$ cat config.mk
export PLATFORM = sky130hd
export DESIGN_NAME = ysyx_23060061_ifu_flat
export DESIGN_NICKNAME = d
export VERILOG_FILES = /design/src/rtl/ysyx_23060061_ifu_pkg.sv /design/src/rtl/ysyx_23060061_ifu_if.sv /design/src/rtl/ysyx_23060061_ifu.sv /design/src/flat_wrapper.sv
export SDC_FILE = /design/constraint.sdc
export NUM_CORES = 1
export LEC_CHECK = 0
export ABC_AREA = 1
export BUFFER_PORTS_ARGS = -buffer_cell sky130_fd_sc_hd__buf_2
export CAP_MARGIN = 30
export CORE_UTILIZATION = 40
export DETAILED_ROUTE_END_ITERATION = 7
export MAX_ROUTING_LAYER = met4
export PLACE_DENSITY = 0.76
export SLEW_MARGIN = 5
export SYNTH_ARGS = -nofsm -noshare
export SYNTH_HDL_FRONTEND = slang
export SYNTH_SLANG_ARGS = --single-unit
$ cat constraint.sdc
create_clock -name clk -period 1.23 [get_ports clk]
set_input_delay 0.1845 -clock clk [delete_from_list [all_inputs] [get_ports clk]]
set_output_delay 0.1845 -clock clk [all_outputs]
set_load 0.05 [all_outputs]
$ cat src/rtl/ysyx_23060061_ifu_pkg.sv
// Shared definitions for the instruction fetch unit.
//   RESET_PC_DEF : default architectural PC after reset
//   RESP_OKAY    : AXI4-Lite OKAY response code
//   S_*          : 2-bit fetch FSM state encoding
package ysyx_23060061_pkg;

    localparam logic [31:0] RESET_PC_DEF = 32'h8000_0000;
    localparam logic [1:0]  RESP_OKAY    = 2'b00;

    localparam logic [1:0] S_REQ   = 2'd0;
    localparam logic [1:0] S_RESP  = 2'd1;
    localparam logic [1:0] S_VALID = 2'd2;
    localparam logic [1:0] S_ERR   = 2'd3;

endpackage

$ cat src/rtl/ysyx_23060061_ifu_if.sv
// AXI4-Lite read channel (AR/R only) between the fetch unit and the
// instruction memory / arbiter.
//   master : fetch unit (drives araddr, arvalid, rready)
//   slave  : memory side (drives arready, rdata, rresp, rvalid)
// Handshake: a beat transfers on a rising edge where valid and ready are
// both high; a source holds valid and its payload stable until that edge.
interface ysyx_23060061_ifu_if;

    logic [31:0] araddr;
    logic        arvalid;
    logic        arready;
    logic [31:0] rdata;
    logic [1:0]  rresp;
    logic        rvalid;
    logic        rready;

    modport master (
        output araddr, arvalid, rready,
        input  arready, rdata, rresp, rvalid
    );

    modport slave (
        input  araddr, arvalid, rready,
        output arready, rdata, rresp, rvalid
    );

endinterface

$ cat src/rtl/ysyx_23060061_ifu.sv
// Instruction fetch unit. Holds the architectural PC, fetches one 32-bit
// instruction per step over the AXI4-Lite read channel and hands it to the
// execute stage, then waits for that stage's next PC.
// Ports:
//   clk        clock, all state on the rising edge
//   rst        asynchronous active-low reset
//   axi        AR/R read channel (master side)
//   inst       instruction to execute stage, held while instValid
//   instValid  inst valid; held until exec_done
//   pc         PC of inst (also the fetch address)
//   exec_done  execute stage finished inst; dnpc valid this cycle
//   dnpc       next PC from execute stage
//   fetch_err  sticky fault: bad read response or misaligned dnpc
//   stateDbg   current FSM state
module ysyx_23060061_ifu
    import ysyx_23060061_pkg::*;
#(
    parameter logic [31:0] RESET_PC = RESET_PC_DEF
) (
    input  logic                       clk,
    input  logic                       rst,
    ysyx_23060061_ifu_if.master        axi,
    output logic [31:0]                inst,
    output logic                       instValid,
    output logic [31:0]                pc,
    input  logic                       exec_done,
    input  logic [31:0]                dnpc,
    output logic                       fetch_err,
    output logic [1:0]                 stateDbg
);

    logic [1:0] state;
    logic       arvalidQ;
    logic       rreadyQ;

    assign axi.araddr  = pc;
    assign axi.arvalid = arvalidQ;
    assign axi.rready  = rreadyQ;
    assign stateDbg    = state;

    // Handshake outputs are registered and set on entry to their state, so
    // they drop with the asynchronous reset and never overlap each other.
    // Reset leaves state=S_REQ with arvalid low; the first edge out of reset
    // raises arvalid, and a handshake is only recognised once it is high.
    always_ff @(posedge clk or negedge rst) begin
        if (!rst) begin
            state     <= S_REQ;
            pc        <= RESET_PC;
            inst      <= 32'h0;
            instValid <= 1'b0;
            fetch_err <= 1'b0;
            arvalidQ  <= 1'b0;
            rreadyQ   <= 1'b0;
        end else begin
            case (state)
                S_REQ: begin
                    if (arvalidQ && axi.arready) begin
                        arvalidQ <= 1'b0;
                        rreadyQ  <= 1'b1;
                        state    <= S_RESP;
                    end else begin
                        arvalidQ <= 1'b1;
                    end
                end
                S_RESP: begin
                    if (axi.rvalid) begin
                        rreadyQ <= 1'b0;
                        if (axi.rresp == RESP_OKAY) begin
                            inst      <= axi.rdata;
                            instValid <= 1'b1;
                            state     <= S_VALID;
                        end else begin
                            fetch_err <= 1'b1;
                            state     <= S_ERR;
                        end
                    end
                end
                S_VALID: begin
                    if (exec_done) begin
                        instValid <= 1'b0;
                        if (dnpc[1:0] == 2'b00) begin
                            pc       <= dnpc;
                            arvalidQ <= 1'b1;
                            state    <= S_REQ;
                        end else begin
                            // Misaligned target: keep the faulting
                            // instruction's PC for inspection.
                            fetch_err <= 1'b1;
                            state     <= S_ERR;
                        end
                    end
                end
                default: begin
                    // S_ERR: bus idle until reset.
                    arvalidQ  <= 1'b0;
                    rreadyQ   <= 1'b0;
                    instValid <= 1'b0;
                    fetch_err <= 1'b1;
                    state     <= S_ERR;
                end
            endcase
        end
    end

endmodule

$ cat src/flat_wrapper.sv
// flat-port wrapper written by rule: the top's interface ports become plain ports
module ysyx_23060061_ifu_flat import ysyx_23060061_pkg::*;
#(
    parameter logic [31:0] RESET_PC = RESET_PC_DEF
)
  (clk, rst, inst, instValid, pc, exec_done, dnpc, fetch_err, stateDbg, axi_araddr, axi_arvalid, axi_rready, axi_arready, axi_rdata, axi_rresp, axi_rvalid);
  ysyx_23060061_ifu_if axi_i ();
  input  logic clk;
  input  logic rst;
  output logic [31:0] inst;
  output logic instValid;
  output logic [31:0] pc;
  input  logic exec_done;
  input  logic [31:0] dnpc;
  output logic fetch_err;
  output logic [1:0] stateDbg;
  output wire logic [$bits(axi_i.araddr)-1:0] axi_araddr;
  output wire logic [$bits(axi_i.arvalid)-1:0] axi_arvalid;
  output wire logic [$bits(axi_i.rready)-1:0] axi_rready;
  input wire logic [$bits(axi_i.arready)-1:0] axi_arready;
  input wire logic [$bits(axi_i.rdata)-1:0] axi_rdata;
  input wire logic [$bits(axi_i.rresp)-1:0] axi_rresp;
  input wire logic [$bits(axi_i.rvalid)-1:0] axi_rvalid;
  assign axi_araddr = axi_i.araddr;
  assign axi_arvalid = axi_i.arvalid;
  assign axi_rready = axi_i.rready;
  assign axi_i.arready = axi_arready;
  assign axi_i.rdata = axi_rdata;
  assign axi_i.rresp = axi_rresp;
  assign axi_i.rvalid = axi_rvalid;
  ysyx_23060061_ifu #(.RESET_PC(RESET_PC)) u_core (.clk(clk), .rst(rst), .axi(axi_i), .inst(inst), .instValid(instValid), .pc(pc), .exec_done(exec_done), .dnpc(dnpc), .fetch_err(fetch_err), .stateDbg(stateDbg));
endmodule
# ---- Word-level counts from Yosys, hierarchy flattened
# Index checks and enable logic that the tools add are counted.
dict set report op_classes {
  add_sub_neg 0
  magnitude_cmp 0
  eq_ne 9
  mul 0
  mux 22
  n_bitwise 3
  shift 0
  n_reduce_logical 11
  div 0
}
# op n
set op_table {}
lappend op_table {{$reduce_and A3 Y1} 5}
lappend op_table {{$mux W1} 13}
lappend op_table {{$pmux W1 S3} 4}
lappend op_table {{$mux W2} 4}
lappend op_table {{$ne A2 B2 Y1 const B} 4}
lappend op_table {{$logic_not A2 Y1} 3}
lappend op_table {{$ne A2 B1 Y1 const B} 3}
lappend op_table {{$pmux W2 S3} 1}
lappend op_table {{$reduce_and A5 Y1} 1}
lappend op_table {{$reduce_and A4 Y1} 1}
lappend op_table {{$not A1 Y1} 3}
lappend op_table {{$eq A2 B1 Y1 const B} 1}
lappend op_table {{$eq A2 B2 Y1 const B} 1}
lappend op_table {{$logic_and A1 B1 Y1} 1}
dict set report word_totals {
  ram_bits 0
  out_inout_bits 102
  inputBits 71
  ff_bits 70
  mem_bits_ro 0
  latch_bits 0
  mem_count 0
}

# ---- Logic depth before layout (Yosys ltp)
# Gate-level depths: netlist of run 1.
dict set report depth {
  depth_word 4
  ltp_mapped 8
  ltp_nobuf 7
}

# ---- Worst setup path after synthesis of run 1
# No wires, ideal clock.
dict set report synth_timing {
  path_type {register to register}
  startpoint {register u_core.state[1] (netlist: u_core.stateDbg[1])}
  endpoint {register u_core.pc[10] (netlist: u_core.axi.araddr[10])}
  arrival_ns 1.451
  path_stages_with_launch 9
  required_ns 1.111
  path_buffers 1
  path_slack_ns -0.340
  path_cell_list {dfrtp_1 -> inv_2 -> nor2_4 -> nand2_4 -> nor2_8 -> inv_4 -> buf_6 -> nand2_1 -> nand2_1}
}
dict set report synth_via {
  elab_chain_cells 2
}
# element line_no
set synth_lines {}
lappend synth_lines {{start: declaration} ysyx_23060061_ifu.sv:32} ;# logic [1:0] state;
lappend synth_lines {{start signal: assignment} ysyx_23060061_ifu.sv:47} ;# state <= S_REQ;
lappend synth_lines {{start signal: assignment} ysyx_23060061_ifu.sv:60} ;# state <= S_RESP;
lappend synth_lines {{start signal: assignment} ysyx_23060061_ifu.sv:71} ;# state <= S_VALID;
lappend synth_lines {{$eq A2 B2 Y1} ysyx_23060061_ifu.sv:55} ;# case (state)
lappend synth_lines {{$reduce_and A3 Y1 (no line)} n/a}
lappend synth_lines {{end signal: assignment} ysyx_23060061_ifu.sv:82} ;# pc <= dnpc;
lappend synth_lines {{end: declaration} ysyx_23060061_ifu.sv:25} ;# output logic [31:0] pc,
# No other way between the ends.
# A chain may end at the register's enable or synchronous reset.

# ---- Worst setup path in the final report of run 1
# Same ends and word-level chain as after synthesis.

==> flow_metrics.py, run 1 <==
metrics = {
    "routing": {
        "drt.antenna.violating_nets": 0,
        "drt-total-wl_mm": 7.106,
        "initialDrtViolationCount": 113,
        "drc": 0,
        "wl_per_cell_um": 11.54,
        "firstDrtPassIters": 4,
        "routed_via_density": 4.399,
        "vias": 2710,
    },
    "setup_path": {
        "required_ns": 1.44,
        "reg2reg_from": "u_core.stateDbg[1]$_DFFE_PN0P_",
        "crit_fanout": 30,
        "endpoint_kind": "flop",
        "crit_path_start_kind": "flop",
        "critPathArrivalTime_ns": 1.48,
        "crit_type": "flop to flop",
        "ff2ff_setup_slack_ns": -0.03,
        "startpoint": "u_core.stateDbg[1]$_DFFE_PN0P_",
    },
    "clock_tree": {
        "cts_root_buf": "clkbuf_8",
        "cts_sinks": 70,
        "clock_latency_ns": 0.33,
        "cts_max_level": 3,
        "cts.clk_slew.worst_paths_ns": 0.07,
        "clock_path_buffers": 2,
        "cts_buffers": 9,
        "tritoncts": "yes",
    },
    "timing": {
        "grt_setup_unrepaired": "yes",
        "fin_crit_sh_pct": 102.7,
        "slew_violations": 0,
        "worst_pin_slew_ns": 0.3731,
        "relSlewSlack_pct": 75.12,
        "tns_ns": -0.5893,
        "worst_slack_ns": -0.03274,
        "setup_viol": 33,
        "clock.fmax_mhz": 791.9,
        "finalHoldViolations": 0,
        "period_minus_slack_ns": 1.263,
        "clock_skew_ns": 0.004265,
    },
    "layout": {
        "diodes": 0,
        "area_growth_pct": 35.14,
        "drive_above_1_share_pct": 51.17,
        "final_core_util_pct": 55.94,
        "nets": 581,
        "finalInstanceArea_sq_mm": 0.004345,
    },
    "hold_path": {
        "min_path_type": "input pin to flop",
        "holdCritStartpoint": "dnpc[27]",
    },
    "die": {
        "fp.dieArea_sq_mm": 0.008402,
        "chipHeight_um": 91.66,
        "ios": 173,
        "rows": 32,
        "start_util_pct": 41.40,
        "die_width_um": 91.66,
        "core-area_sq_mm": 0.007767,
    },
    "logic_synthesis": {
        "synth_area_leaders": "dfrtp_1 (54%), nand2_1 (16%), buf_4 (7.5%)",
        "synth_edf_count": 0,
        "synthFlopType": "dfrtp_1",
        "syn_inst": 355,
        "syn_nets": 426,
        "ys_warn_count": 0,
        "synth_most_common_cell": "nand2_1",
        "avgSynthCellArea_sq_um": 9.058,
        "synth-seq-cells": 70,
        "async_flop_share_pct": 100.0,
        "seq_area_frac_synth_pct": 54.51,
        "synth_area_sq_mm": 0.003216,
        "yosysUniqueCellTypes": 20,
        "synth_top_area_share_pct": 53.70,
        "synth.largest_area_cell": "dfrtp_1",
        "yosys-top-cells-count": "nand2_1 (140), dfrtp_1 (69), inv_1 (43)",
    },
    "power_and_ir_drop": {
        "p_int_mw": 3.105,
        "switching_share_pct": 22.41,
        "p_sw_uw": 896.4,
        "power_density_mw_per_mm2": 920.7,
        "share_comb_of_total_power_pct": 5.1,
        "irDropWorstVdd_mv": 0.6222,
        "p_clk_share_pct": 37.4,
        "p_seq_share_pct": 57.5,
        "leakage_nw": 2.741,
        "p_total_mw": 4.001,
    },
    "place": {
        "place.gp.congestion": 0.7665,
        "placed_area_sq_mm": 0.003985,
        "pre_cts_ws_ns": 0.005606,
        "port_buffers": 172,
        "dp_hpwl_mm": 4.995,
    },
    "grt": {
        "grt_max_degree": 71,
        "grt_util_all_layers_pct": 17.38,
        "grt_pass1_wl_mm": 11.25,
        "grt_pass1_vias": 2548,
        "overflow": 0,
        "antenna_found_initial": 0,
    },
    "run_status": {
        "status": "complete, but fails checks",
        "violations": "setup timing",
    },
    "job": {
        "drv_cap": 0,
    },
}
final timing paths:
| kind | to | cells after the start |
|---|---|---|
| min reg2reg | u_core.fetch_err$_DFFE_PN0P_ | 2 |
| max in group asynchronous | u_core.axi.araddr[31]$_DFFE_PN1P_ | 3 |
| max | u_core.axi.araddr[10]$_DFFE_PN0P_ | 7 |
| max reg2reg | u_core.axi.araddr[10]$_DFFE_PN0P_ | 7 |
| min in group asynchronous | u_core.axi.arvalid$_DFFE_PN0P_ | 3 |
| min | u_core.axi.araddr[27]$_DFFE_PN0P_ | 3 |
kinds of logic (layout without fill, tap and decap cells):
group / Yosys count / count (layout) / synth area share (%)
buffers and inverters: 91 / 250 / 17.24
DFF: 70 / 70 / 54.51
and+or+nand+nor: 158 / 158 / 19.96
AOI/OAI and AO/OA: 36 / 36 / 8.288
state kept, by name, indices dropped and copies added (netlist names):
| register | count |
|---|---|
| u_core.axi.araddr | 32 |
| u_core.fetch_err | 1 |
| u_core.axi.arvalid | 1 |
| u_core.instValid | 1 |
| u_core.stateDbg | 2 |
| u_core.axi.rready | 1 |
| u_core.inst | 32 |
power groups by stage:
| stage | Clock (mW) | Sequential (mW) | Combinational (mW) |
|---|---|---|---|
| after floorplan | 0 | 2.35 | 0.0361 |
| after global placement | 0 | 2.34 | 0.205 |
| after detailed placement | 0 | 2.34 | 0.206 |
| after CTS | 1.57 | 2.30 | 0.211 |
| after global routing | 1.66 | 2.30 | 0.234 |
| final | 1.49 | 2.30 | 0.205 |
per-stage QoR:
step / hold slack, ns / cells
2_1_floorplan: -0.1111 / 355
3_3_place_gp: 0.2350 / 594
3_5_place_dp: 0.2378 / 594
4_1_cts: 0.03616 / 612
5_1_grt: 0.04304 / 616
6_report: 0.05425 / 616
cells in the final DEF, fill, tap and decap left out, drive strengths merged:
master and instances:
nor2 10, nand3 6, nand4 1, buf 184, inv 46, clkbuf 14, o21ai 36, clkinvlp 1
dfrtp 69, nand2 141, dfstp 1, dlygate4sd3 1, clkinv 4
metal layers:
| layer | up-vias | routed length (um) | track usage (%) |
|---|---|---|---|
| met1 | 1236 | 3039 | 20.17 |
| met2 | 123 | 3553 | 30.08 |
| met4 | 0 | 66 | 5.556 |
| met5 | - | 0 | - |
| li1 | 1343 | - | - |
| met3 | 8 | 446 | 3.731 |
repair_timing:
| action | CTS | global route |
|---|---|---|
| pin swaps | 1 | 3 |
| gates resized for setup | 13 | 22 |
| hold buffers | 1 | 0 |
| buffers inserted | 1 | 2 |
| setup endpoints to repair | 32 | 75 |
| hold endpoints to repair | 69 | 0 |
| cloned | 1 | 2 |
layout make-up:
cell class | count | area [sq um]
clock buffer | 10 | 127.6
clock inverter | 5 | 27.53
fill | 734 | 3422
inverter | 46 | 180.2
multi-input combinational | 194 | 998.5
sequential | 70 | 1755
tap | 102 | 127.6
timing repair buffer | 189 | 1129
critical path: stages, from the launching register on:
cell and delay [ns]:
dfrtp_2 0.43, inv_2 0.08, nor2_4 0.11, nand2_4 0.08
nor2_8 0.19, inv_8 0.11, nand2_1 0.08, nand2_1 0.05
Note: power is estimated with default switching activity, not from simulation.
==> inputs of run 2 (changes only) <==
- PLACE_DENSITY: 0.76 -> 0.84
==> run 2 against run 1 <==
Compared with the run above:
- the run still ends with setup timing left
- die area unchanged
- wire length up 7.2%
- sequential share of layout area down 1.5 points
- via count up 2.3%
- global-route usage up 1.2 points
- utilization up 2.2 points
- worst setup slack worse by 0.049 ns
- hold slack worse by 0.0039 ns
- register-to-register slack worse by 0.05 ns
- largest power group unchanged
==> flow_metrics.py, run 2 (synthesized netlist as in run 1, its figures left out) <==
metrics = {
    "grt": {
        "grt_busiest_layer": "met2",
        "antenna_found_initial": 0,
        "overflow": 0,
        "grt_util_all_layers_pct": 18.62,
        "grt_util_met2_pct": 33.77,
        "grt_max_degree": 71,
        "grt_pass1_wl_mm": 11.90,
        "grt_pass1_vias": 2610,
        "use_met3_pct": 3.897,
        "grtUsageMet1_pct": 19.89,
    },
    "power_and_ir_drop": {
        "leakage_nw": 2.813,
        "p_total_mw": 4.666,
        "irDropWorstVdd_mv": 0.5997,
        "power_density_mw_per_mm2": 1033,
    },
    "routing": {
        "drt-total-wl_mm": 7.615,
        "drt.antenna.violating_nets": 0,
        "routed_via_density": 4.485,
        "vias": 2772,
        "wl_per_cell_um": 12.32,
        "drc": 0,
        "firstDrtPassIters": 4,
        "initialDrtViolationCount": 85,
    },
    "die": {
        "rows": 32,
        "core-area_sq_mm": 0.007767,
        "start_util_pct": 41.40,
        "chipHeight_um": 91.66,
        "fp.dieArea_sq_mm": 0.008402,
        "die_width_um": 91.66,
        "ios": 173,
    },
    "timing": {
        "tns_ns": -1.740,
        "grt_setup_unrepaired": "yes",
        "setup_viol": 51,
        "fin_crit_sh_pct": 106.7,
        "clock_skew_ns": 0.009362,
        "relSlewSlack_pct": 74.75,
        "period_minus_slack_ns": 1.312,
        "clock.fmax_mhz": 762.1,
        "worst_pin_slew_ns": 0.3774,
        "worst_slack_ns": -0.08220,
        "slew_violations": 0,
        "finalHoldViolations": 0,
    },
    "setup_path": {
        "crit_fanout": 8,
        "r2r-end": "u_core.inst[22]$_DFFE_PN0P_",
        "critical-path-slowest-cell": "dfrtp_2",
        "crit_path_cell_trace": "inv_4 -> nor2_4 -> nand3_4 -> buf_6 -> clkbuf_16 -> nand2_2 -> o21ai_2",
        "crit_buf_inv": 3,
        "cpPeakStageDelay_ns": 0.44,
        "reg2reg_from": "u_core.stateDbg[0]$_DFFE_PN0P_",
        "rr_worst_depth": 7,
        "ff2ff_setup_slack_ns": -0.08,
        "critPathArrivalTime_ns": 1.54,
        "crit_path_start_kind": "flop",
        "worst-path-stages": 7,
        "endpoint_kind": "flop",
        "startpoint": "u_core.stateDbg[0]$_DFFE_PN0P_",
        "path_delay_family": "flip-flops",
        "crit_end": "u_core.inst[22]$_DFFE_PN0P_",
        "crit_type": "flop to flop",
        "required_ns": 1.46,
    },
    "layout": {
        "layout.cells.most_common_list": "buf_2 (164), nand2_1 (116), dfrtp_1 (67)",
        "diodes": 0,
        "drive_above_1_share_pct": 51.74,
        "final_core_util_pct": 58.17,
        "area_growth_pct": 40.51,
        "finalInstanceArea_sq_mm": 0.004518,
        "final_common_cell": "buf_2",
        "nets": 582,
    },
    "clock_tree": {
        "cts_buffers": 9,
        "cts_root_buf": "clkbuf_8",
        "cts_sinks": 70,
        "tritoncts": "yes",
        "cts.clk_slew.worst_paths_ns": 0.08,
        "clock_path_buffers": 2,
        "cts_max_level": 3,
        "clock_latency_ns": 0.33,
    },
    "place": {
        "dp_hpwl_mm": 4.934,
        "placed_area_sq_mm": 0.003948,
        "pre_cts_ws_ns": -0.03911,
        "port_buffers": 172,
        "place.gp.congestion": 0.8483,
    },
    "hold_path": {
        "min_path_type": "input pin to flop",
    },
    "run_status": {
        "status": "complete, but fails checks",
        "violations": "setup timing",
    },
    "job": {
        "drv_cap": 0,
    },
}
## run 2: changes by cell type in the layout (fill, tap and decap cells not counted), sizes merged
| cell | delta |
|---|---|
| clkbuf | +5 |
| bufinv | +3 |
| clkinv | -3 |
| buf | -2 |
| clkinvlp | -1 |
## run 2: cell type report
cell class                      instances  area (sq um)
Clock inverter                          4         95.09
Timing Repair Buffer                  190          1194
Fill cell                             697          3249
Sequential cell                        70          1755
Tap cell                              102         127.6
Multi-Input combinational cell        194          1031
Clock buffer                           12         135.1
Inverter                               46         180.2
## run 2: worst min path at each step
stage                     startpoint                           endpoint  slack (ns)  cells after the start
after CTS                   dnpc[20]  u_core.axi.araddr[20]$_DFFE_PN0P_        0.03                      3
after floorplan                  rst   u_core.axi.araddr[0]$_DFFE_PN0P_       -0.11                      0
after detailed placement         rst   u_core.axi.araddr[3]$_DFFE_PN0P_        0.24                      2
after global placement           rst   u_core.axi.araddr[8]$_DFFE_PN0P_        0.23                      2
final                       dnpc[20]  u_core.axi.araddr[20]$_DFFE_PN0P_        0.05                      3
after global routing        dnpc[31]  u_core.axi.araddr[31]$_DFFE_PN1P_        0.04                      3
## run 2: what timing repair did
| item | 4_1_cts | 5_1_grt |
|---|---|---|
| setup buffers | 6 | 1 |
| pin swaps | 1 | 0 |
| hold buffers | 1 | 0 |
| resized for setup | 16 | 29 |
| setup endpoints to repair | 63 | 72 |
| endpoints found under the hold margin | 69 | 0 |
| gates cloned | 4 | 2 |
## run 2: worst min-delay path, stage by stage
cell and delay, ns:
buf_2 0.07, nand2_1 0.04, nand2_1 0.05
## run 2: per-layer routing
| layer | vias to the layer above | routed length, um |
|---|---|---|
| met1 | 1297 | 3069 |
| met3 | 6 | 453 |
| met4 | 0 | 39 |
| met5 | - | 0 |
| met2 | 121 | 4052 |
| li1 | 1348 | - |
## run 2: power breakdown
group          switching, mW  internal [mW]
Sequential                 0           2.30
Clock                  0.811           1.35
Combinational          0.111         0.0957
## run 2: metrics by stage
stage,instances,hold slack [ns]
after floorplan,355,-0.1111
after global placement,589,0.2313
after detailed placement,589,0.2385
after CTS,616,0.03483
after global routing,618,0.03853
final,618,0.05033
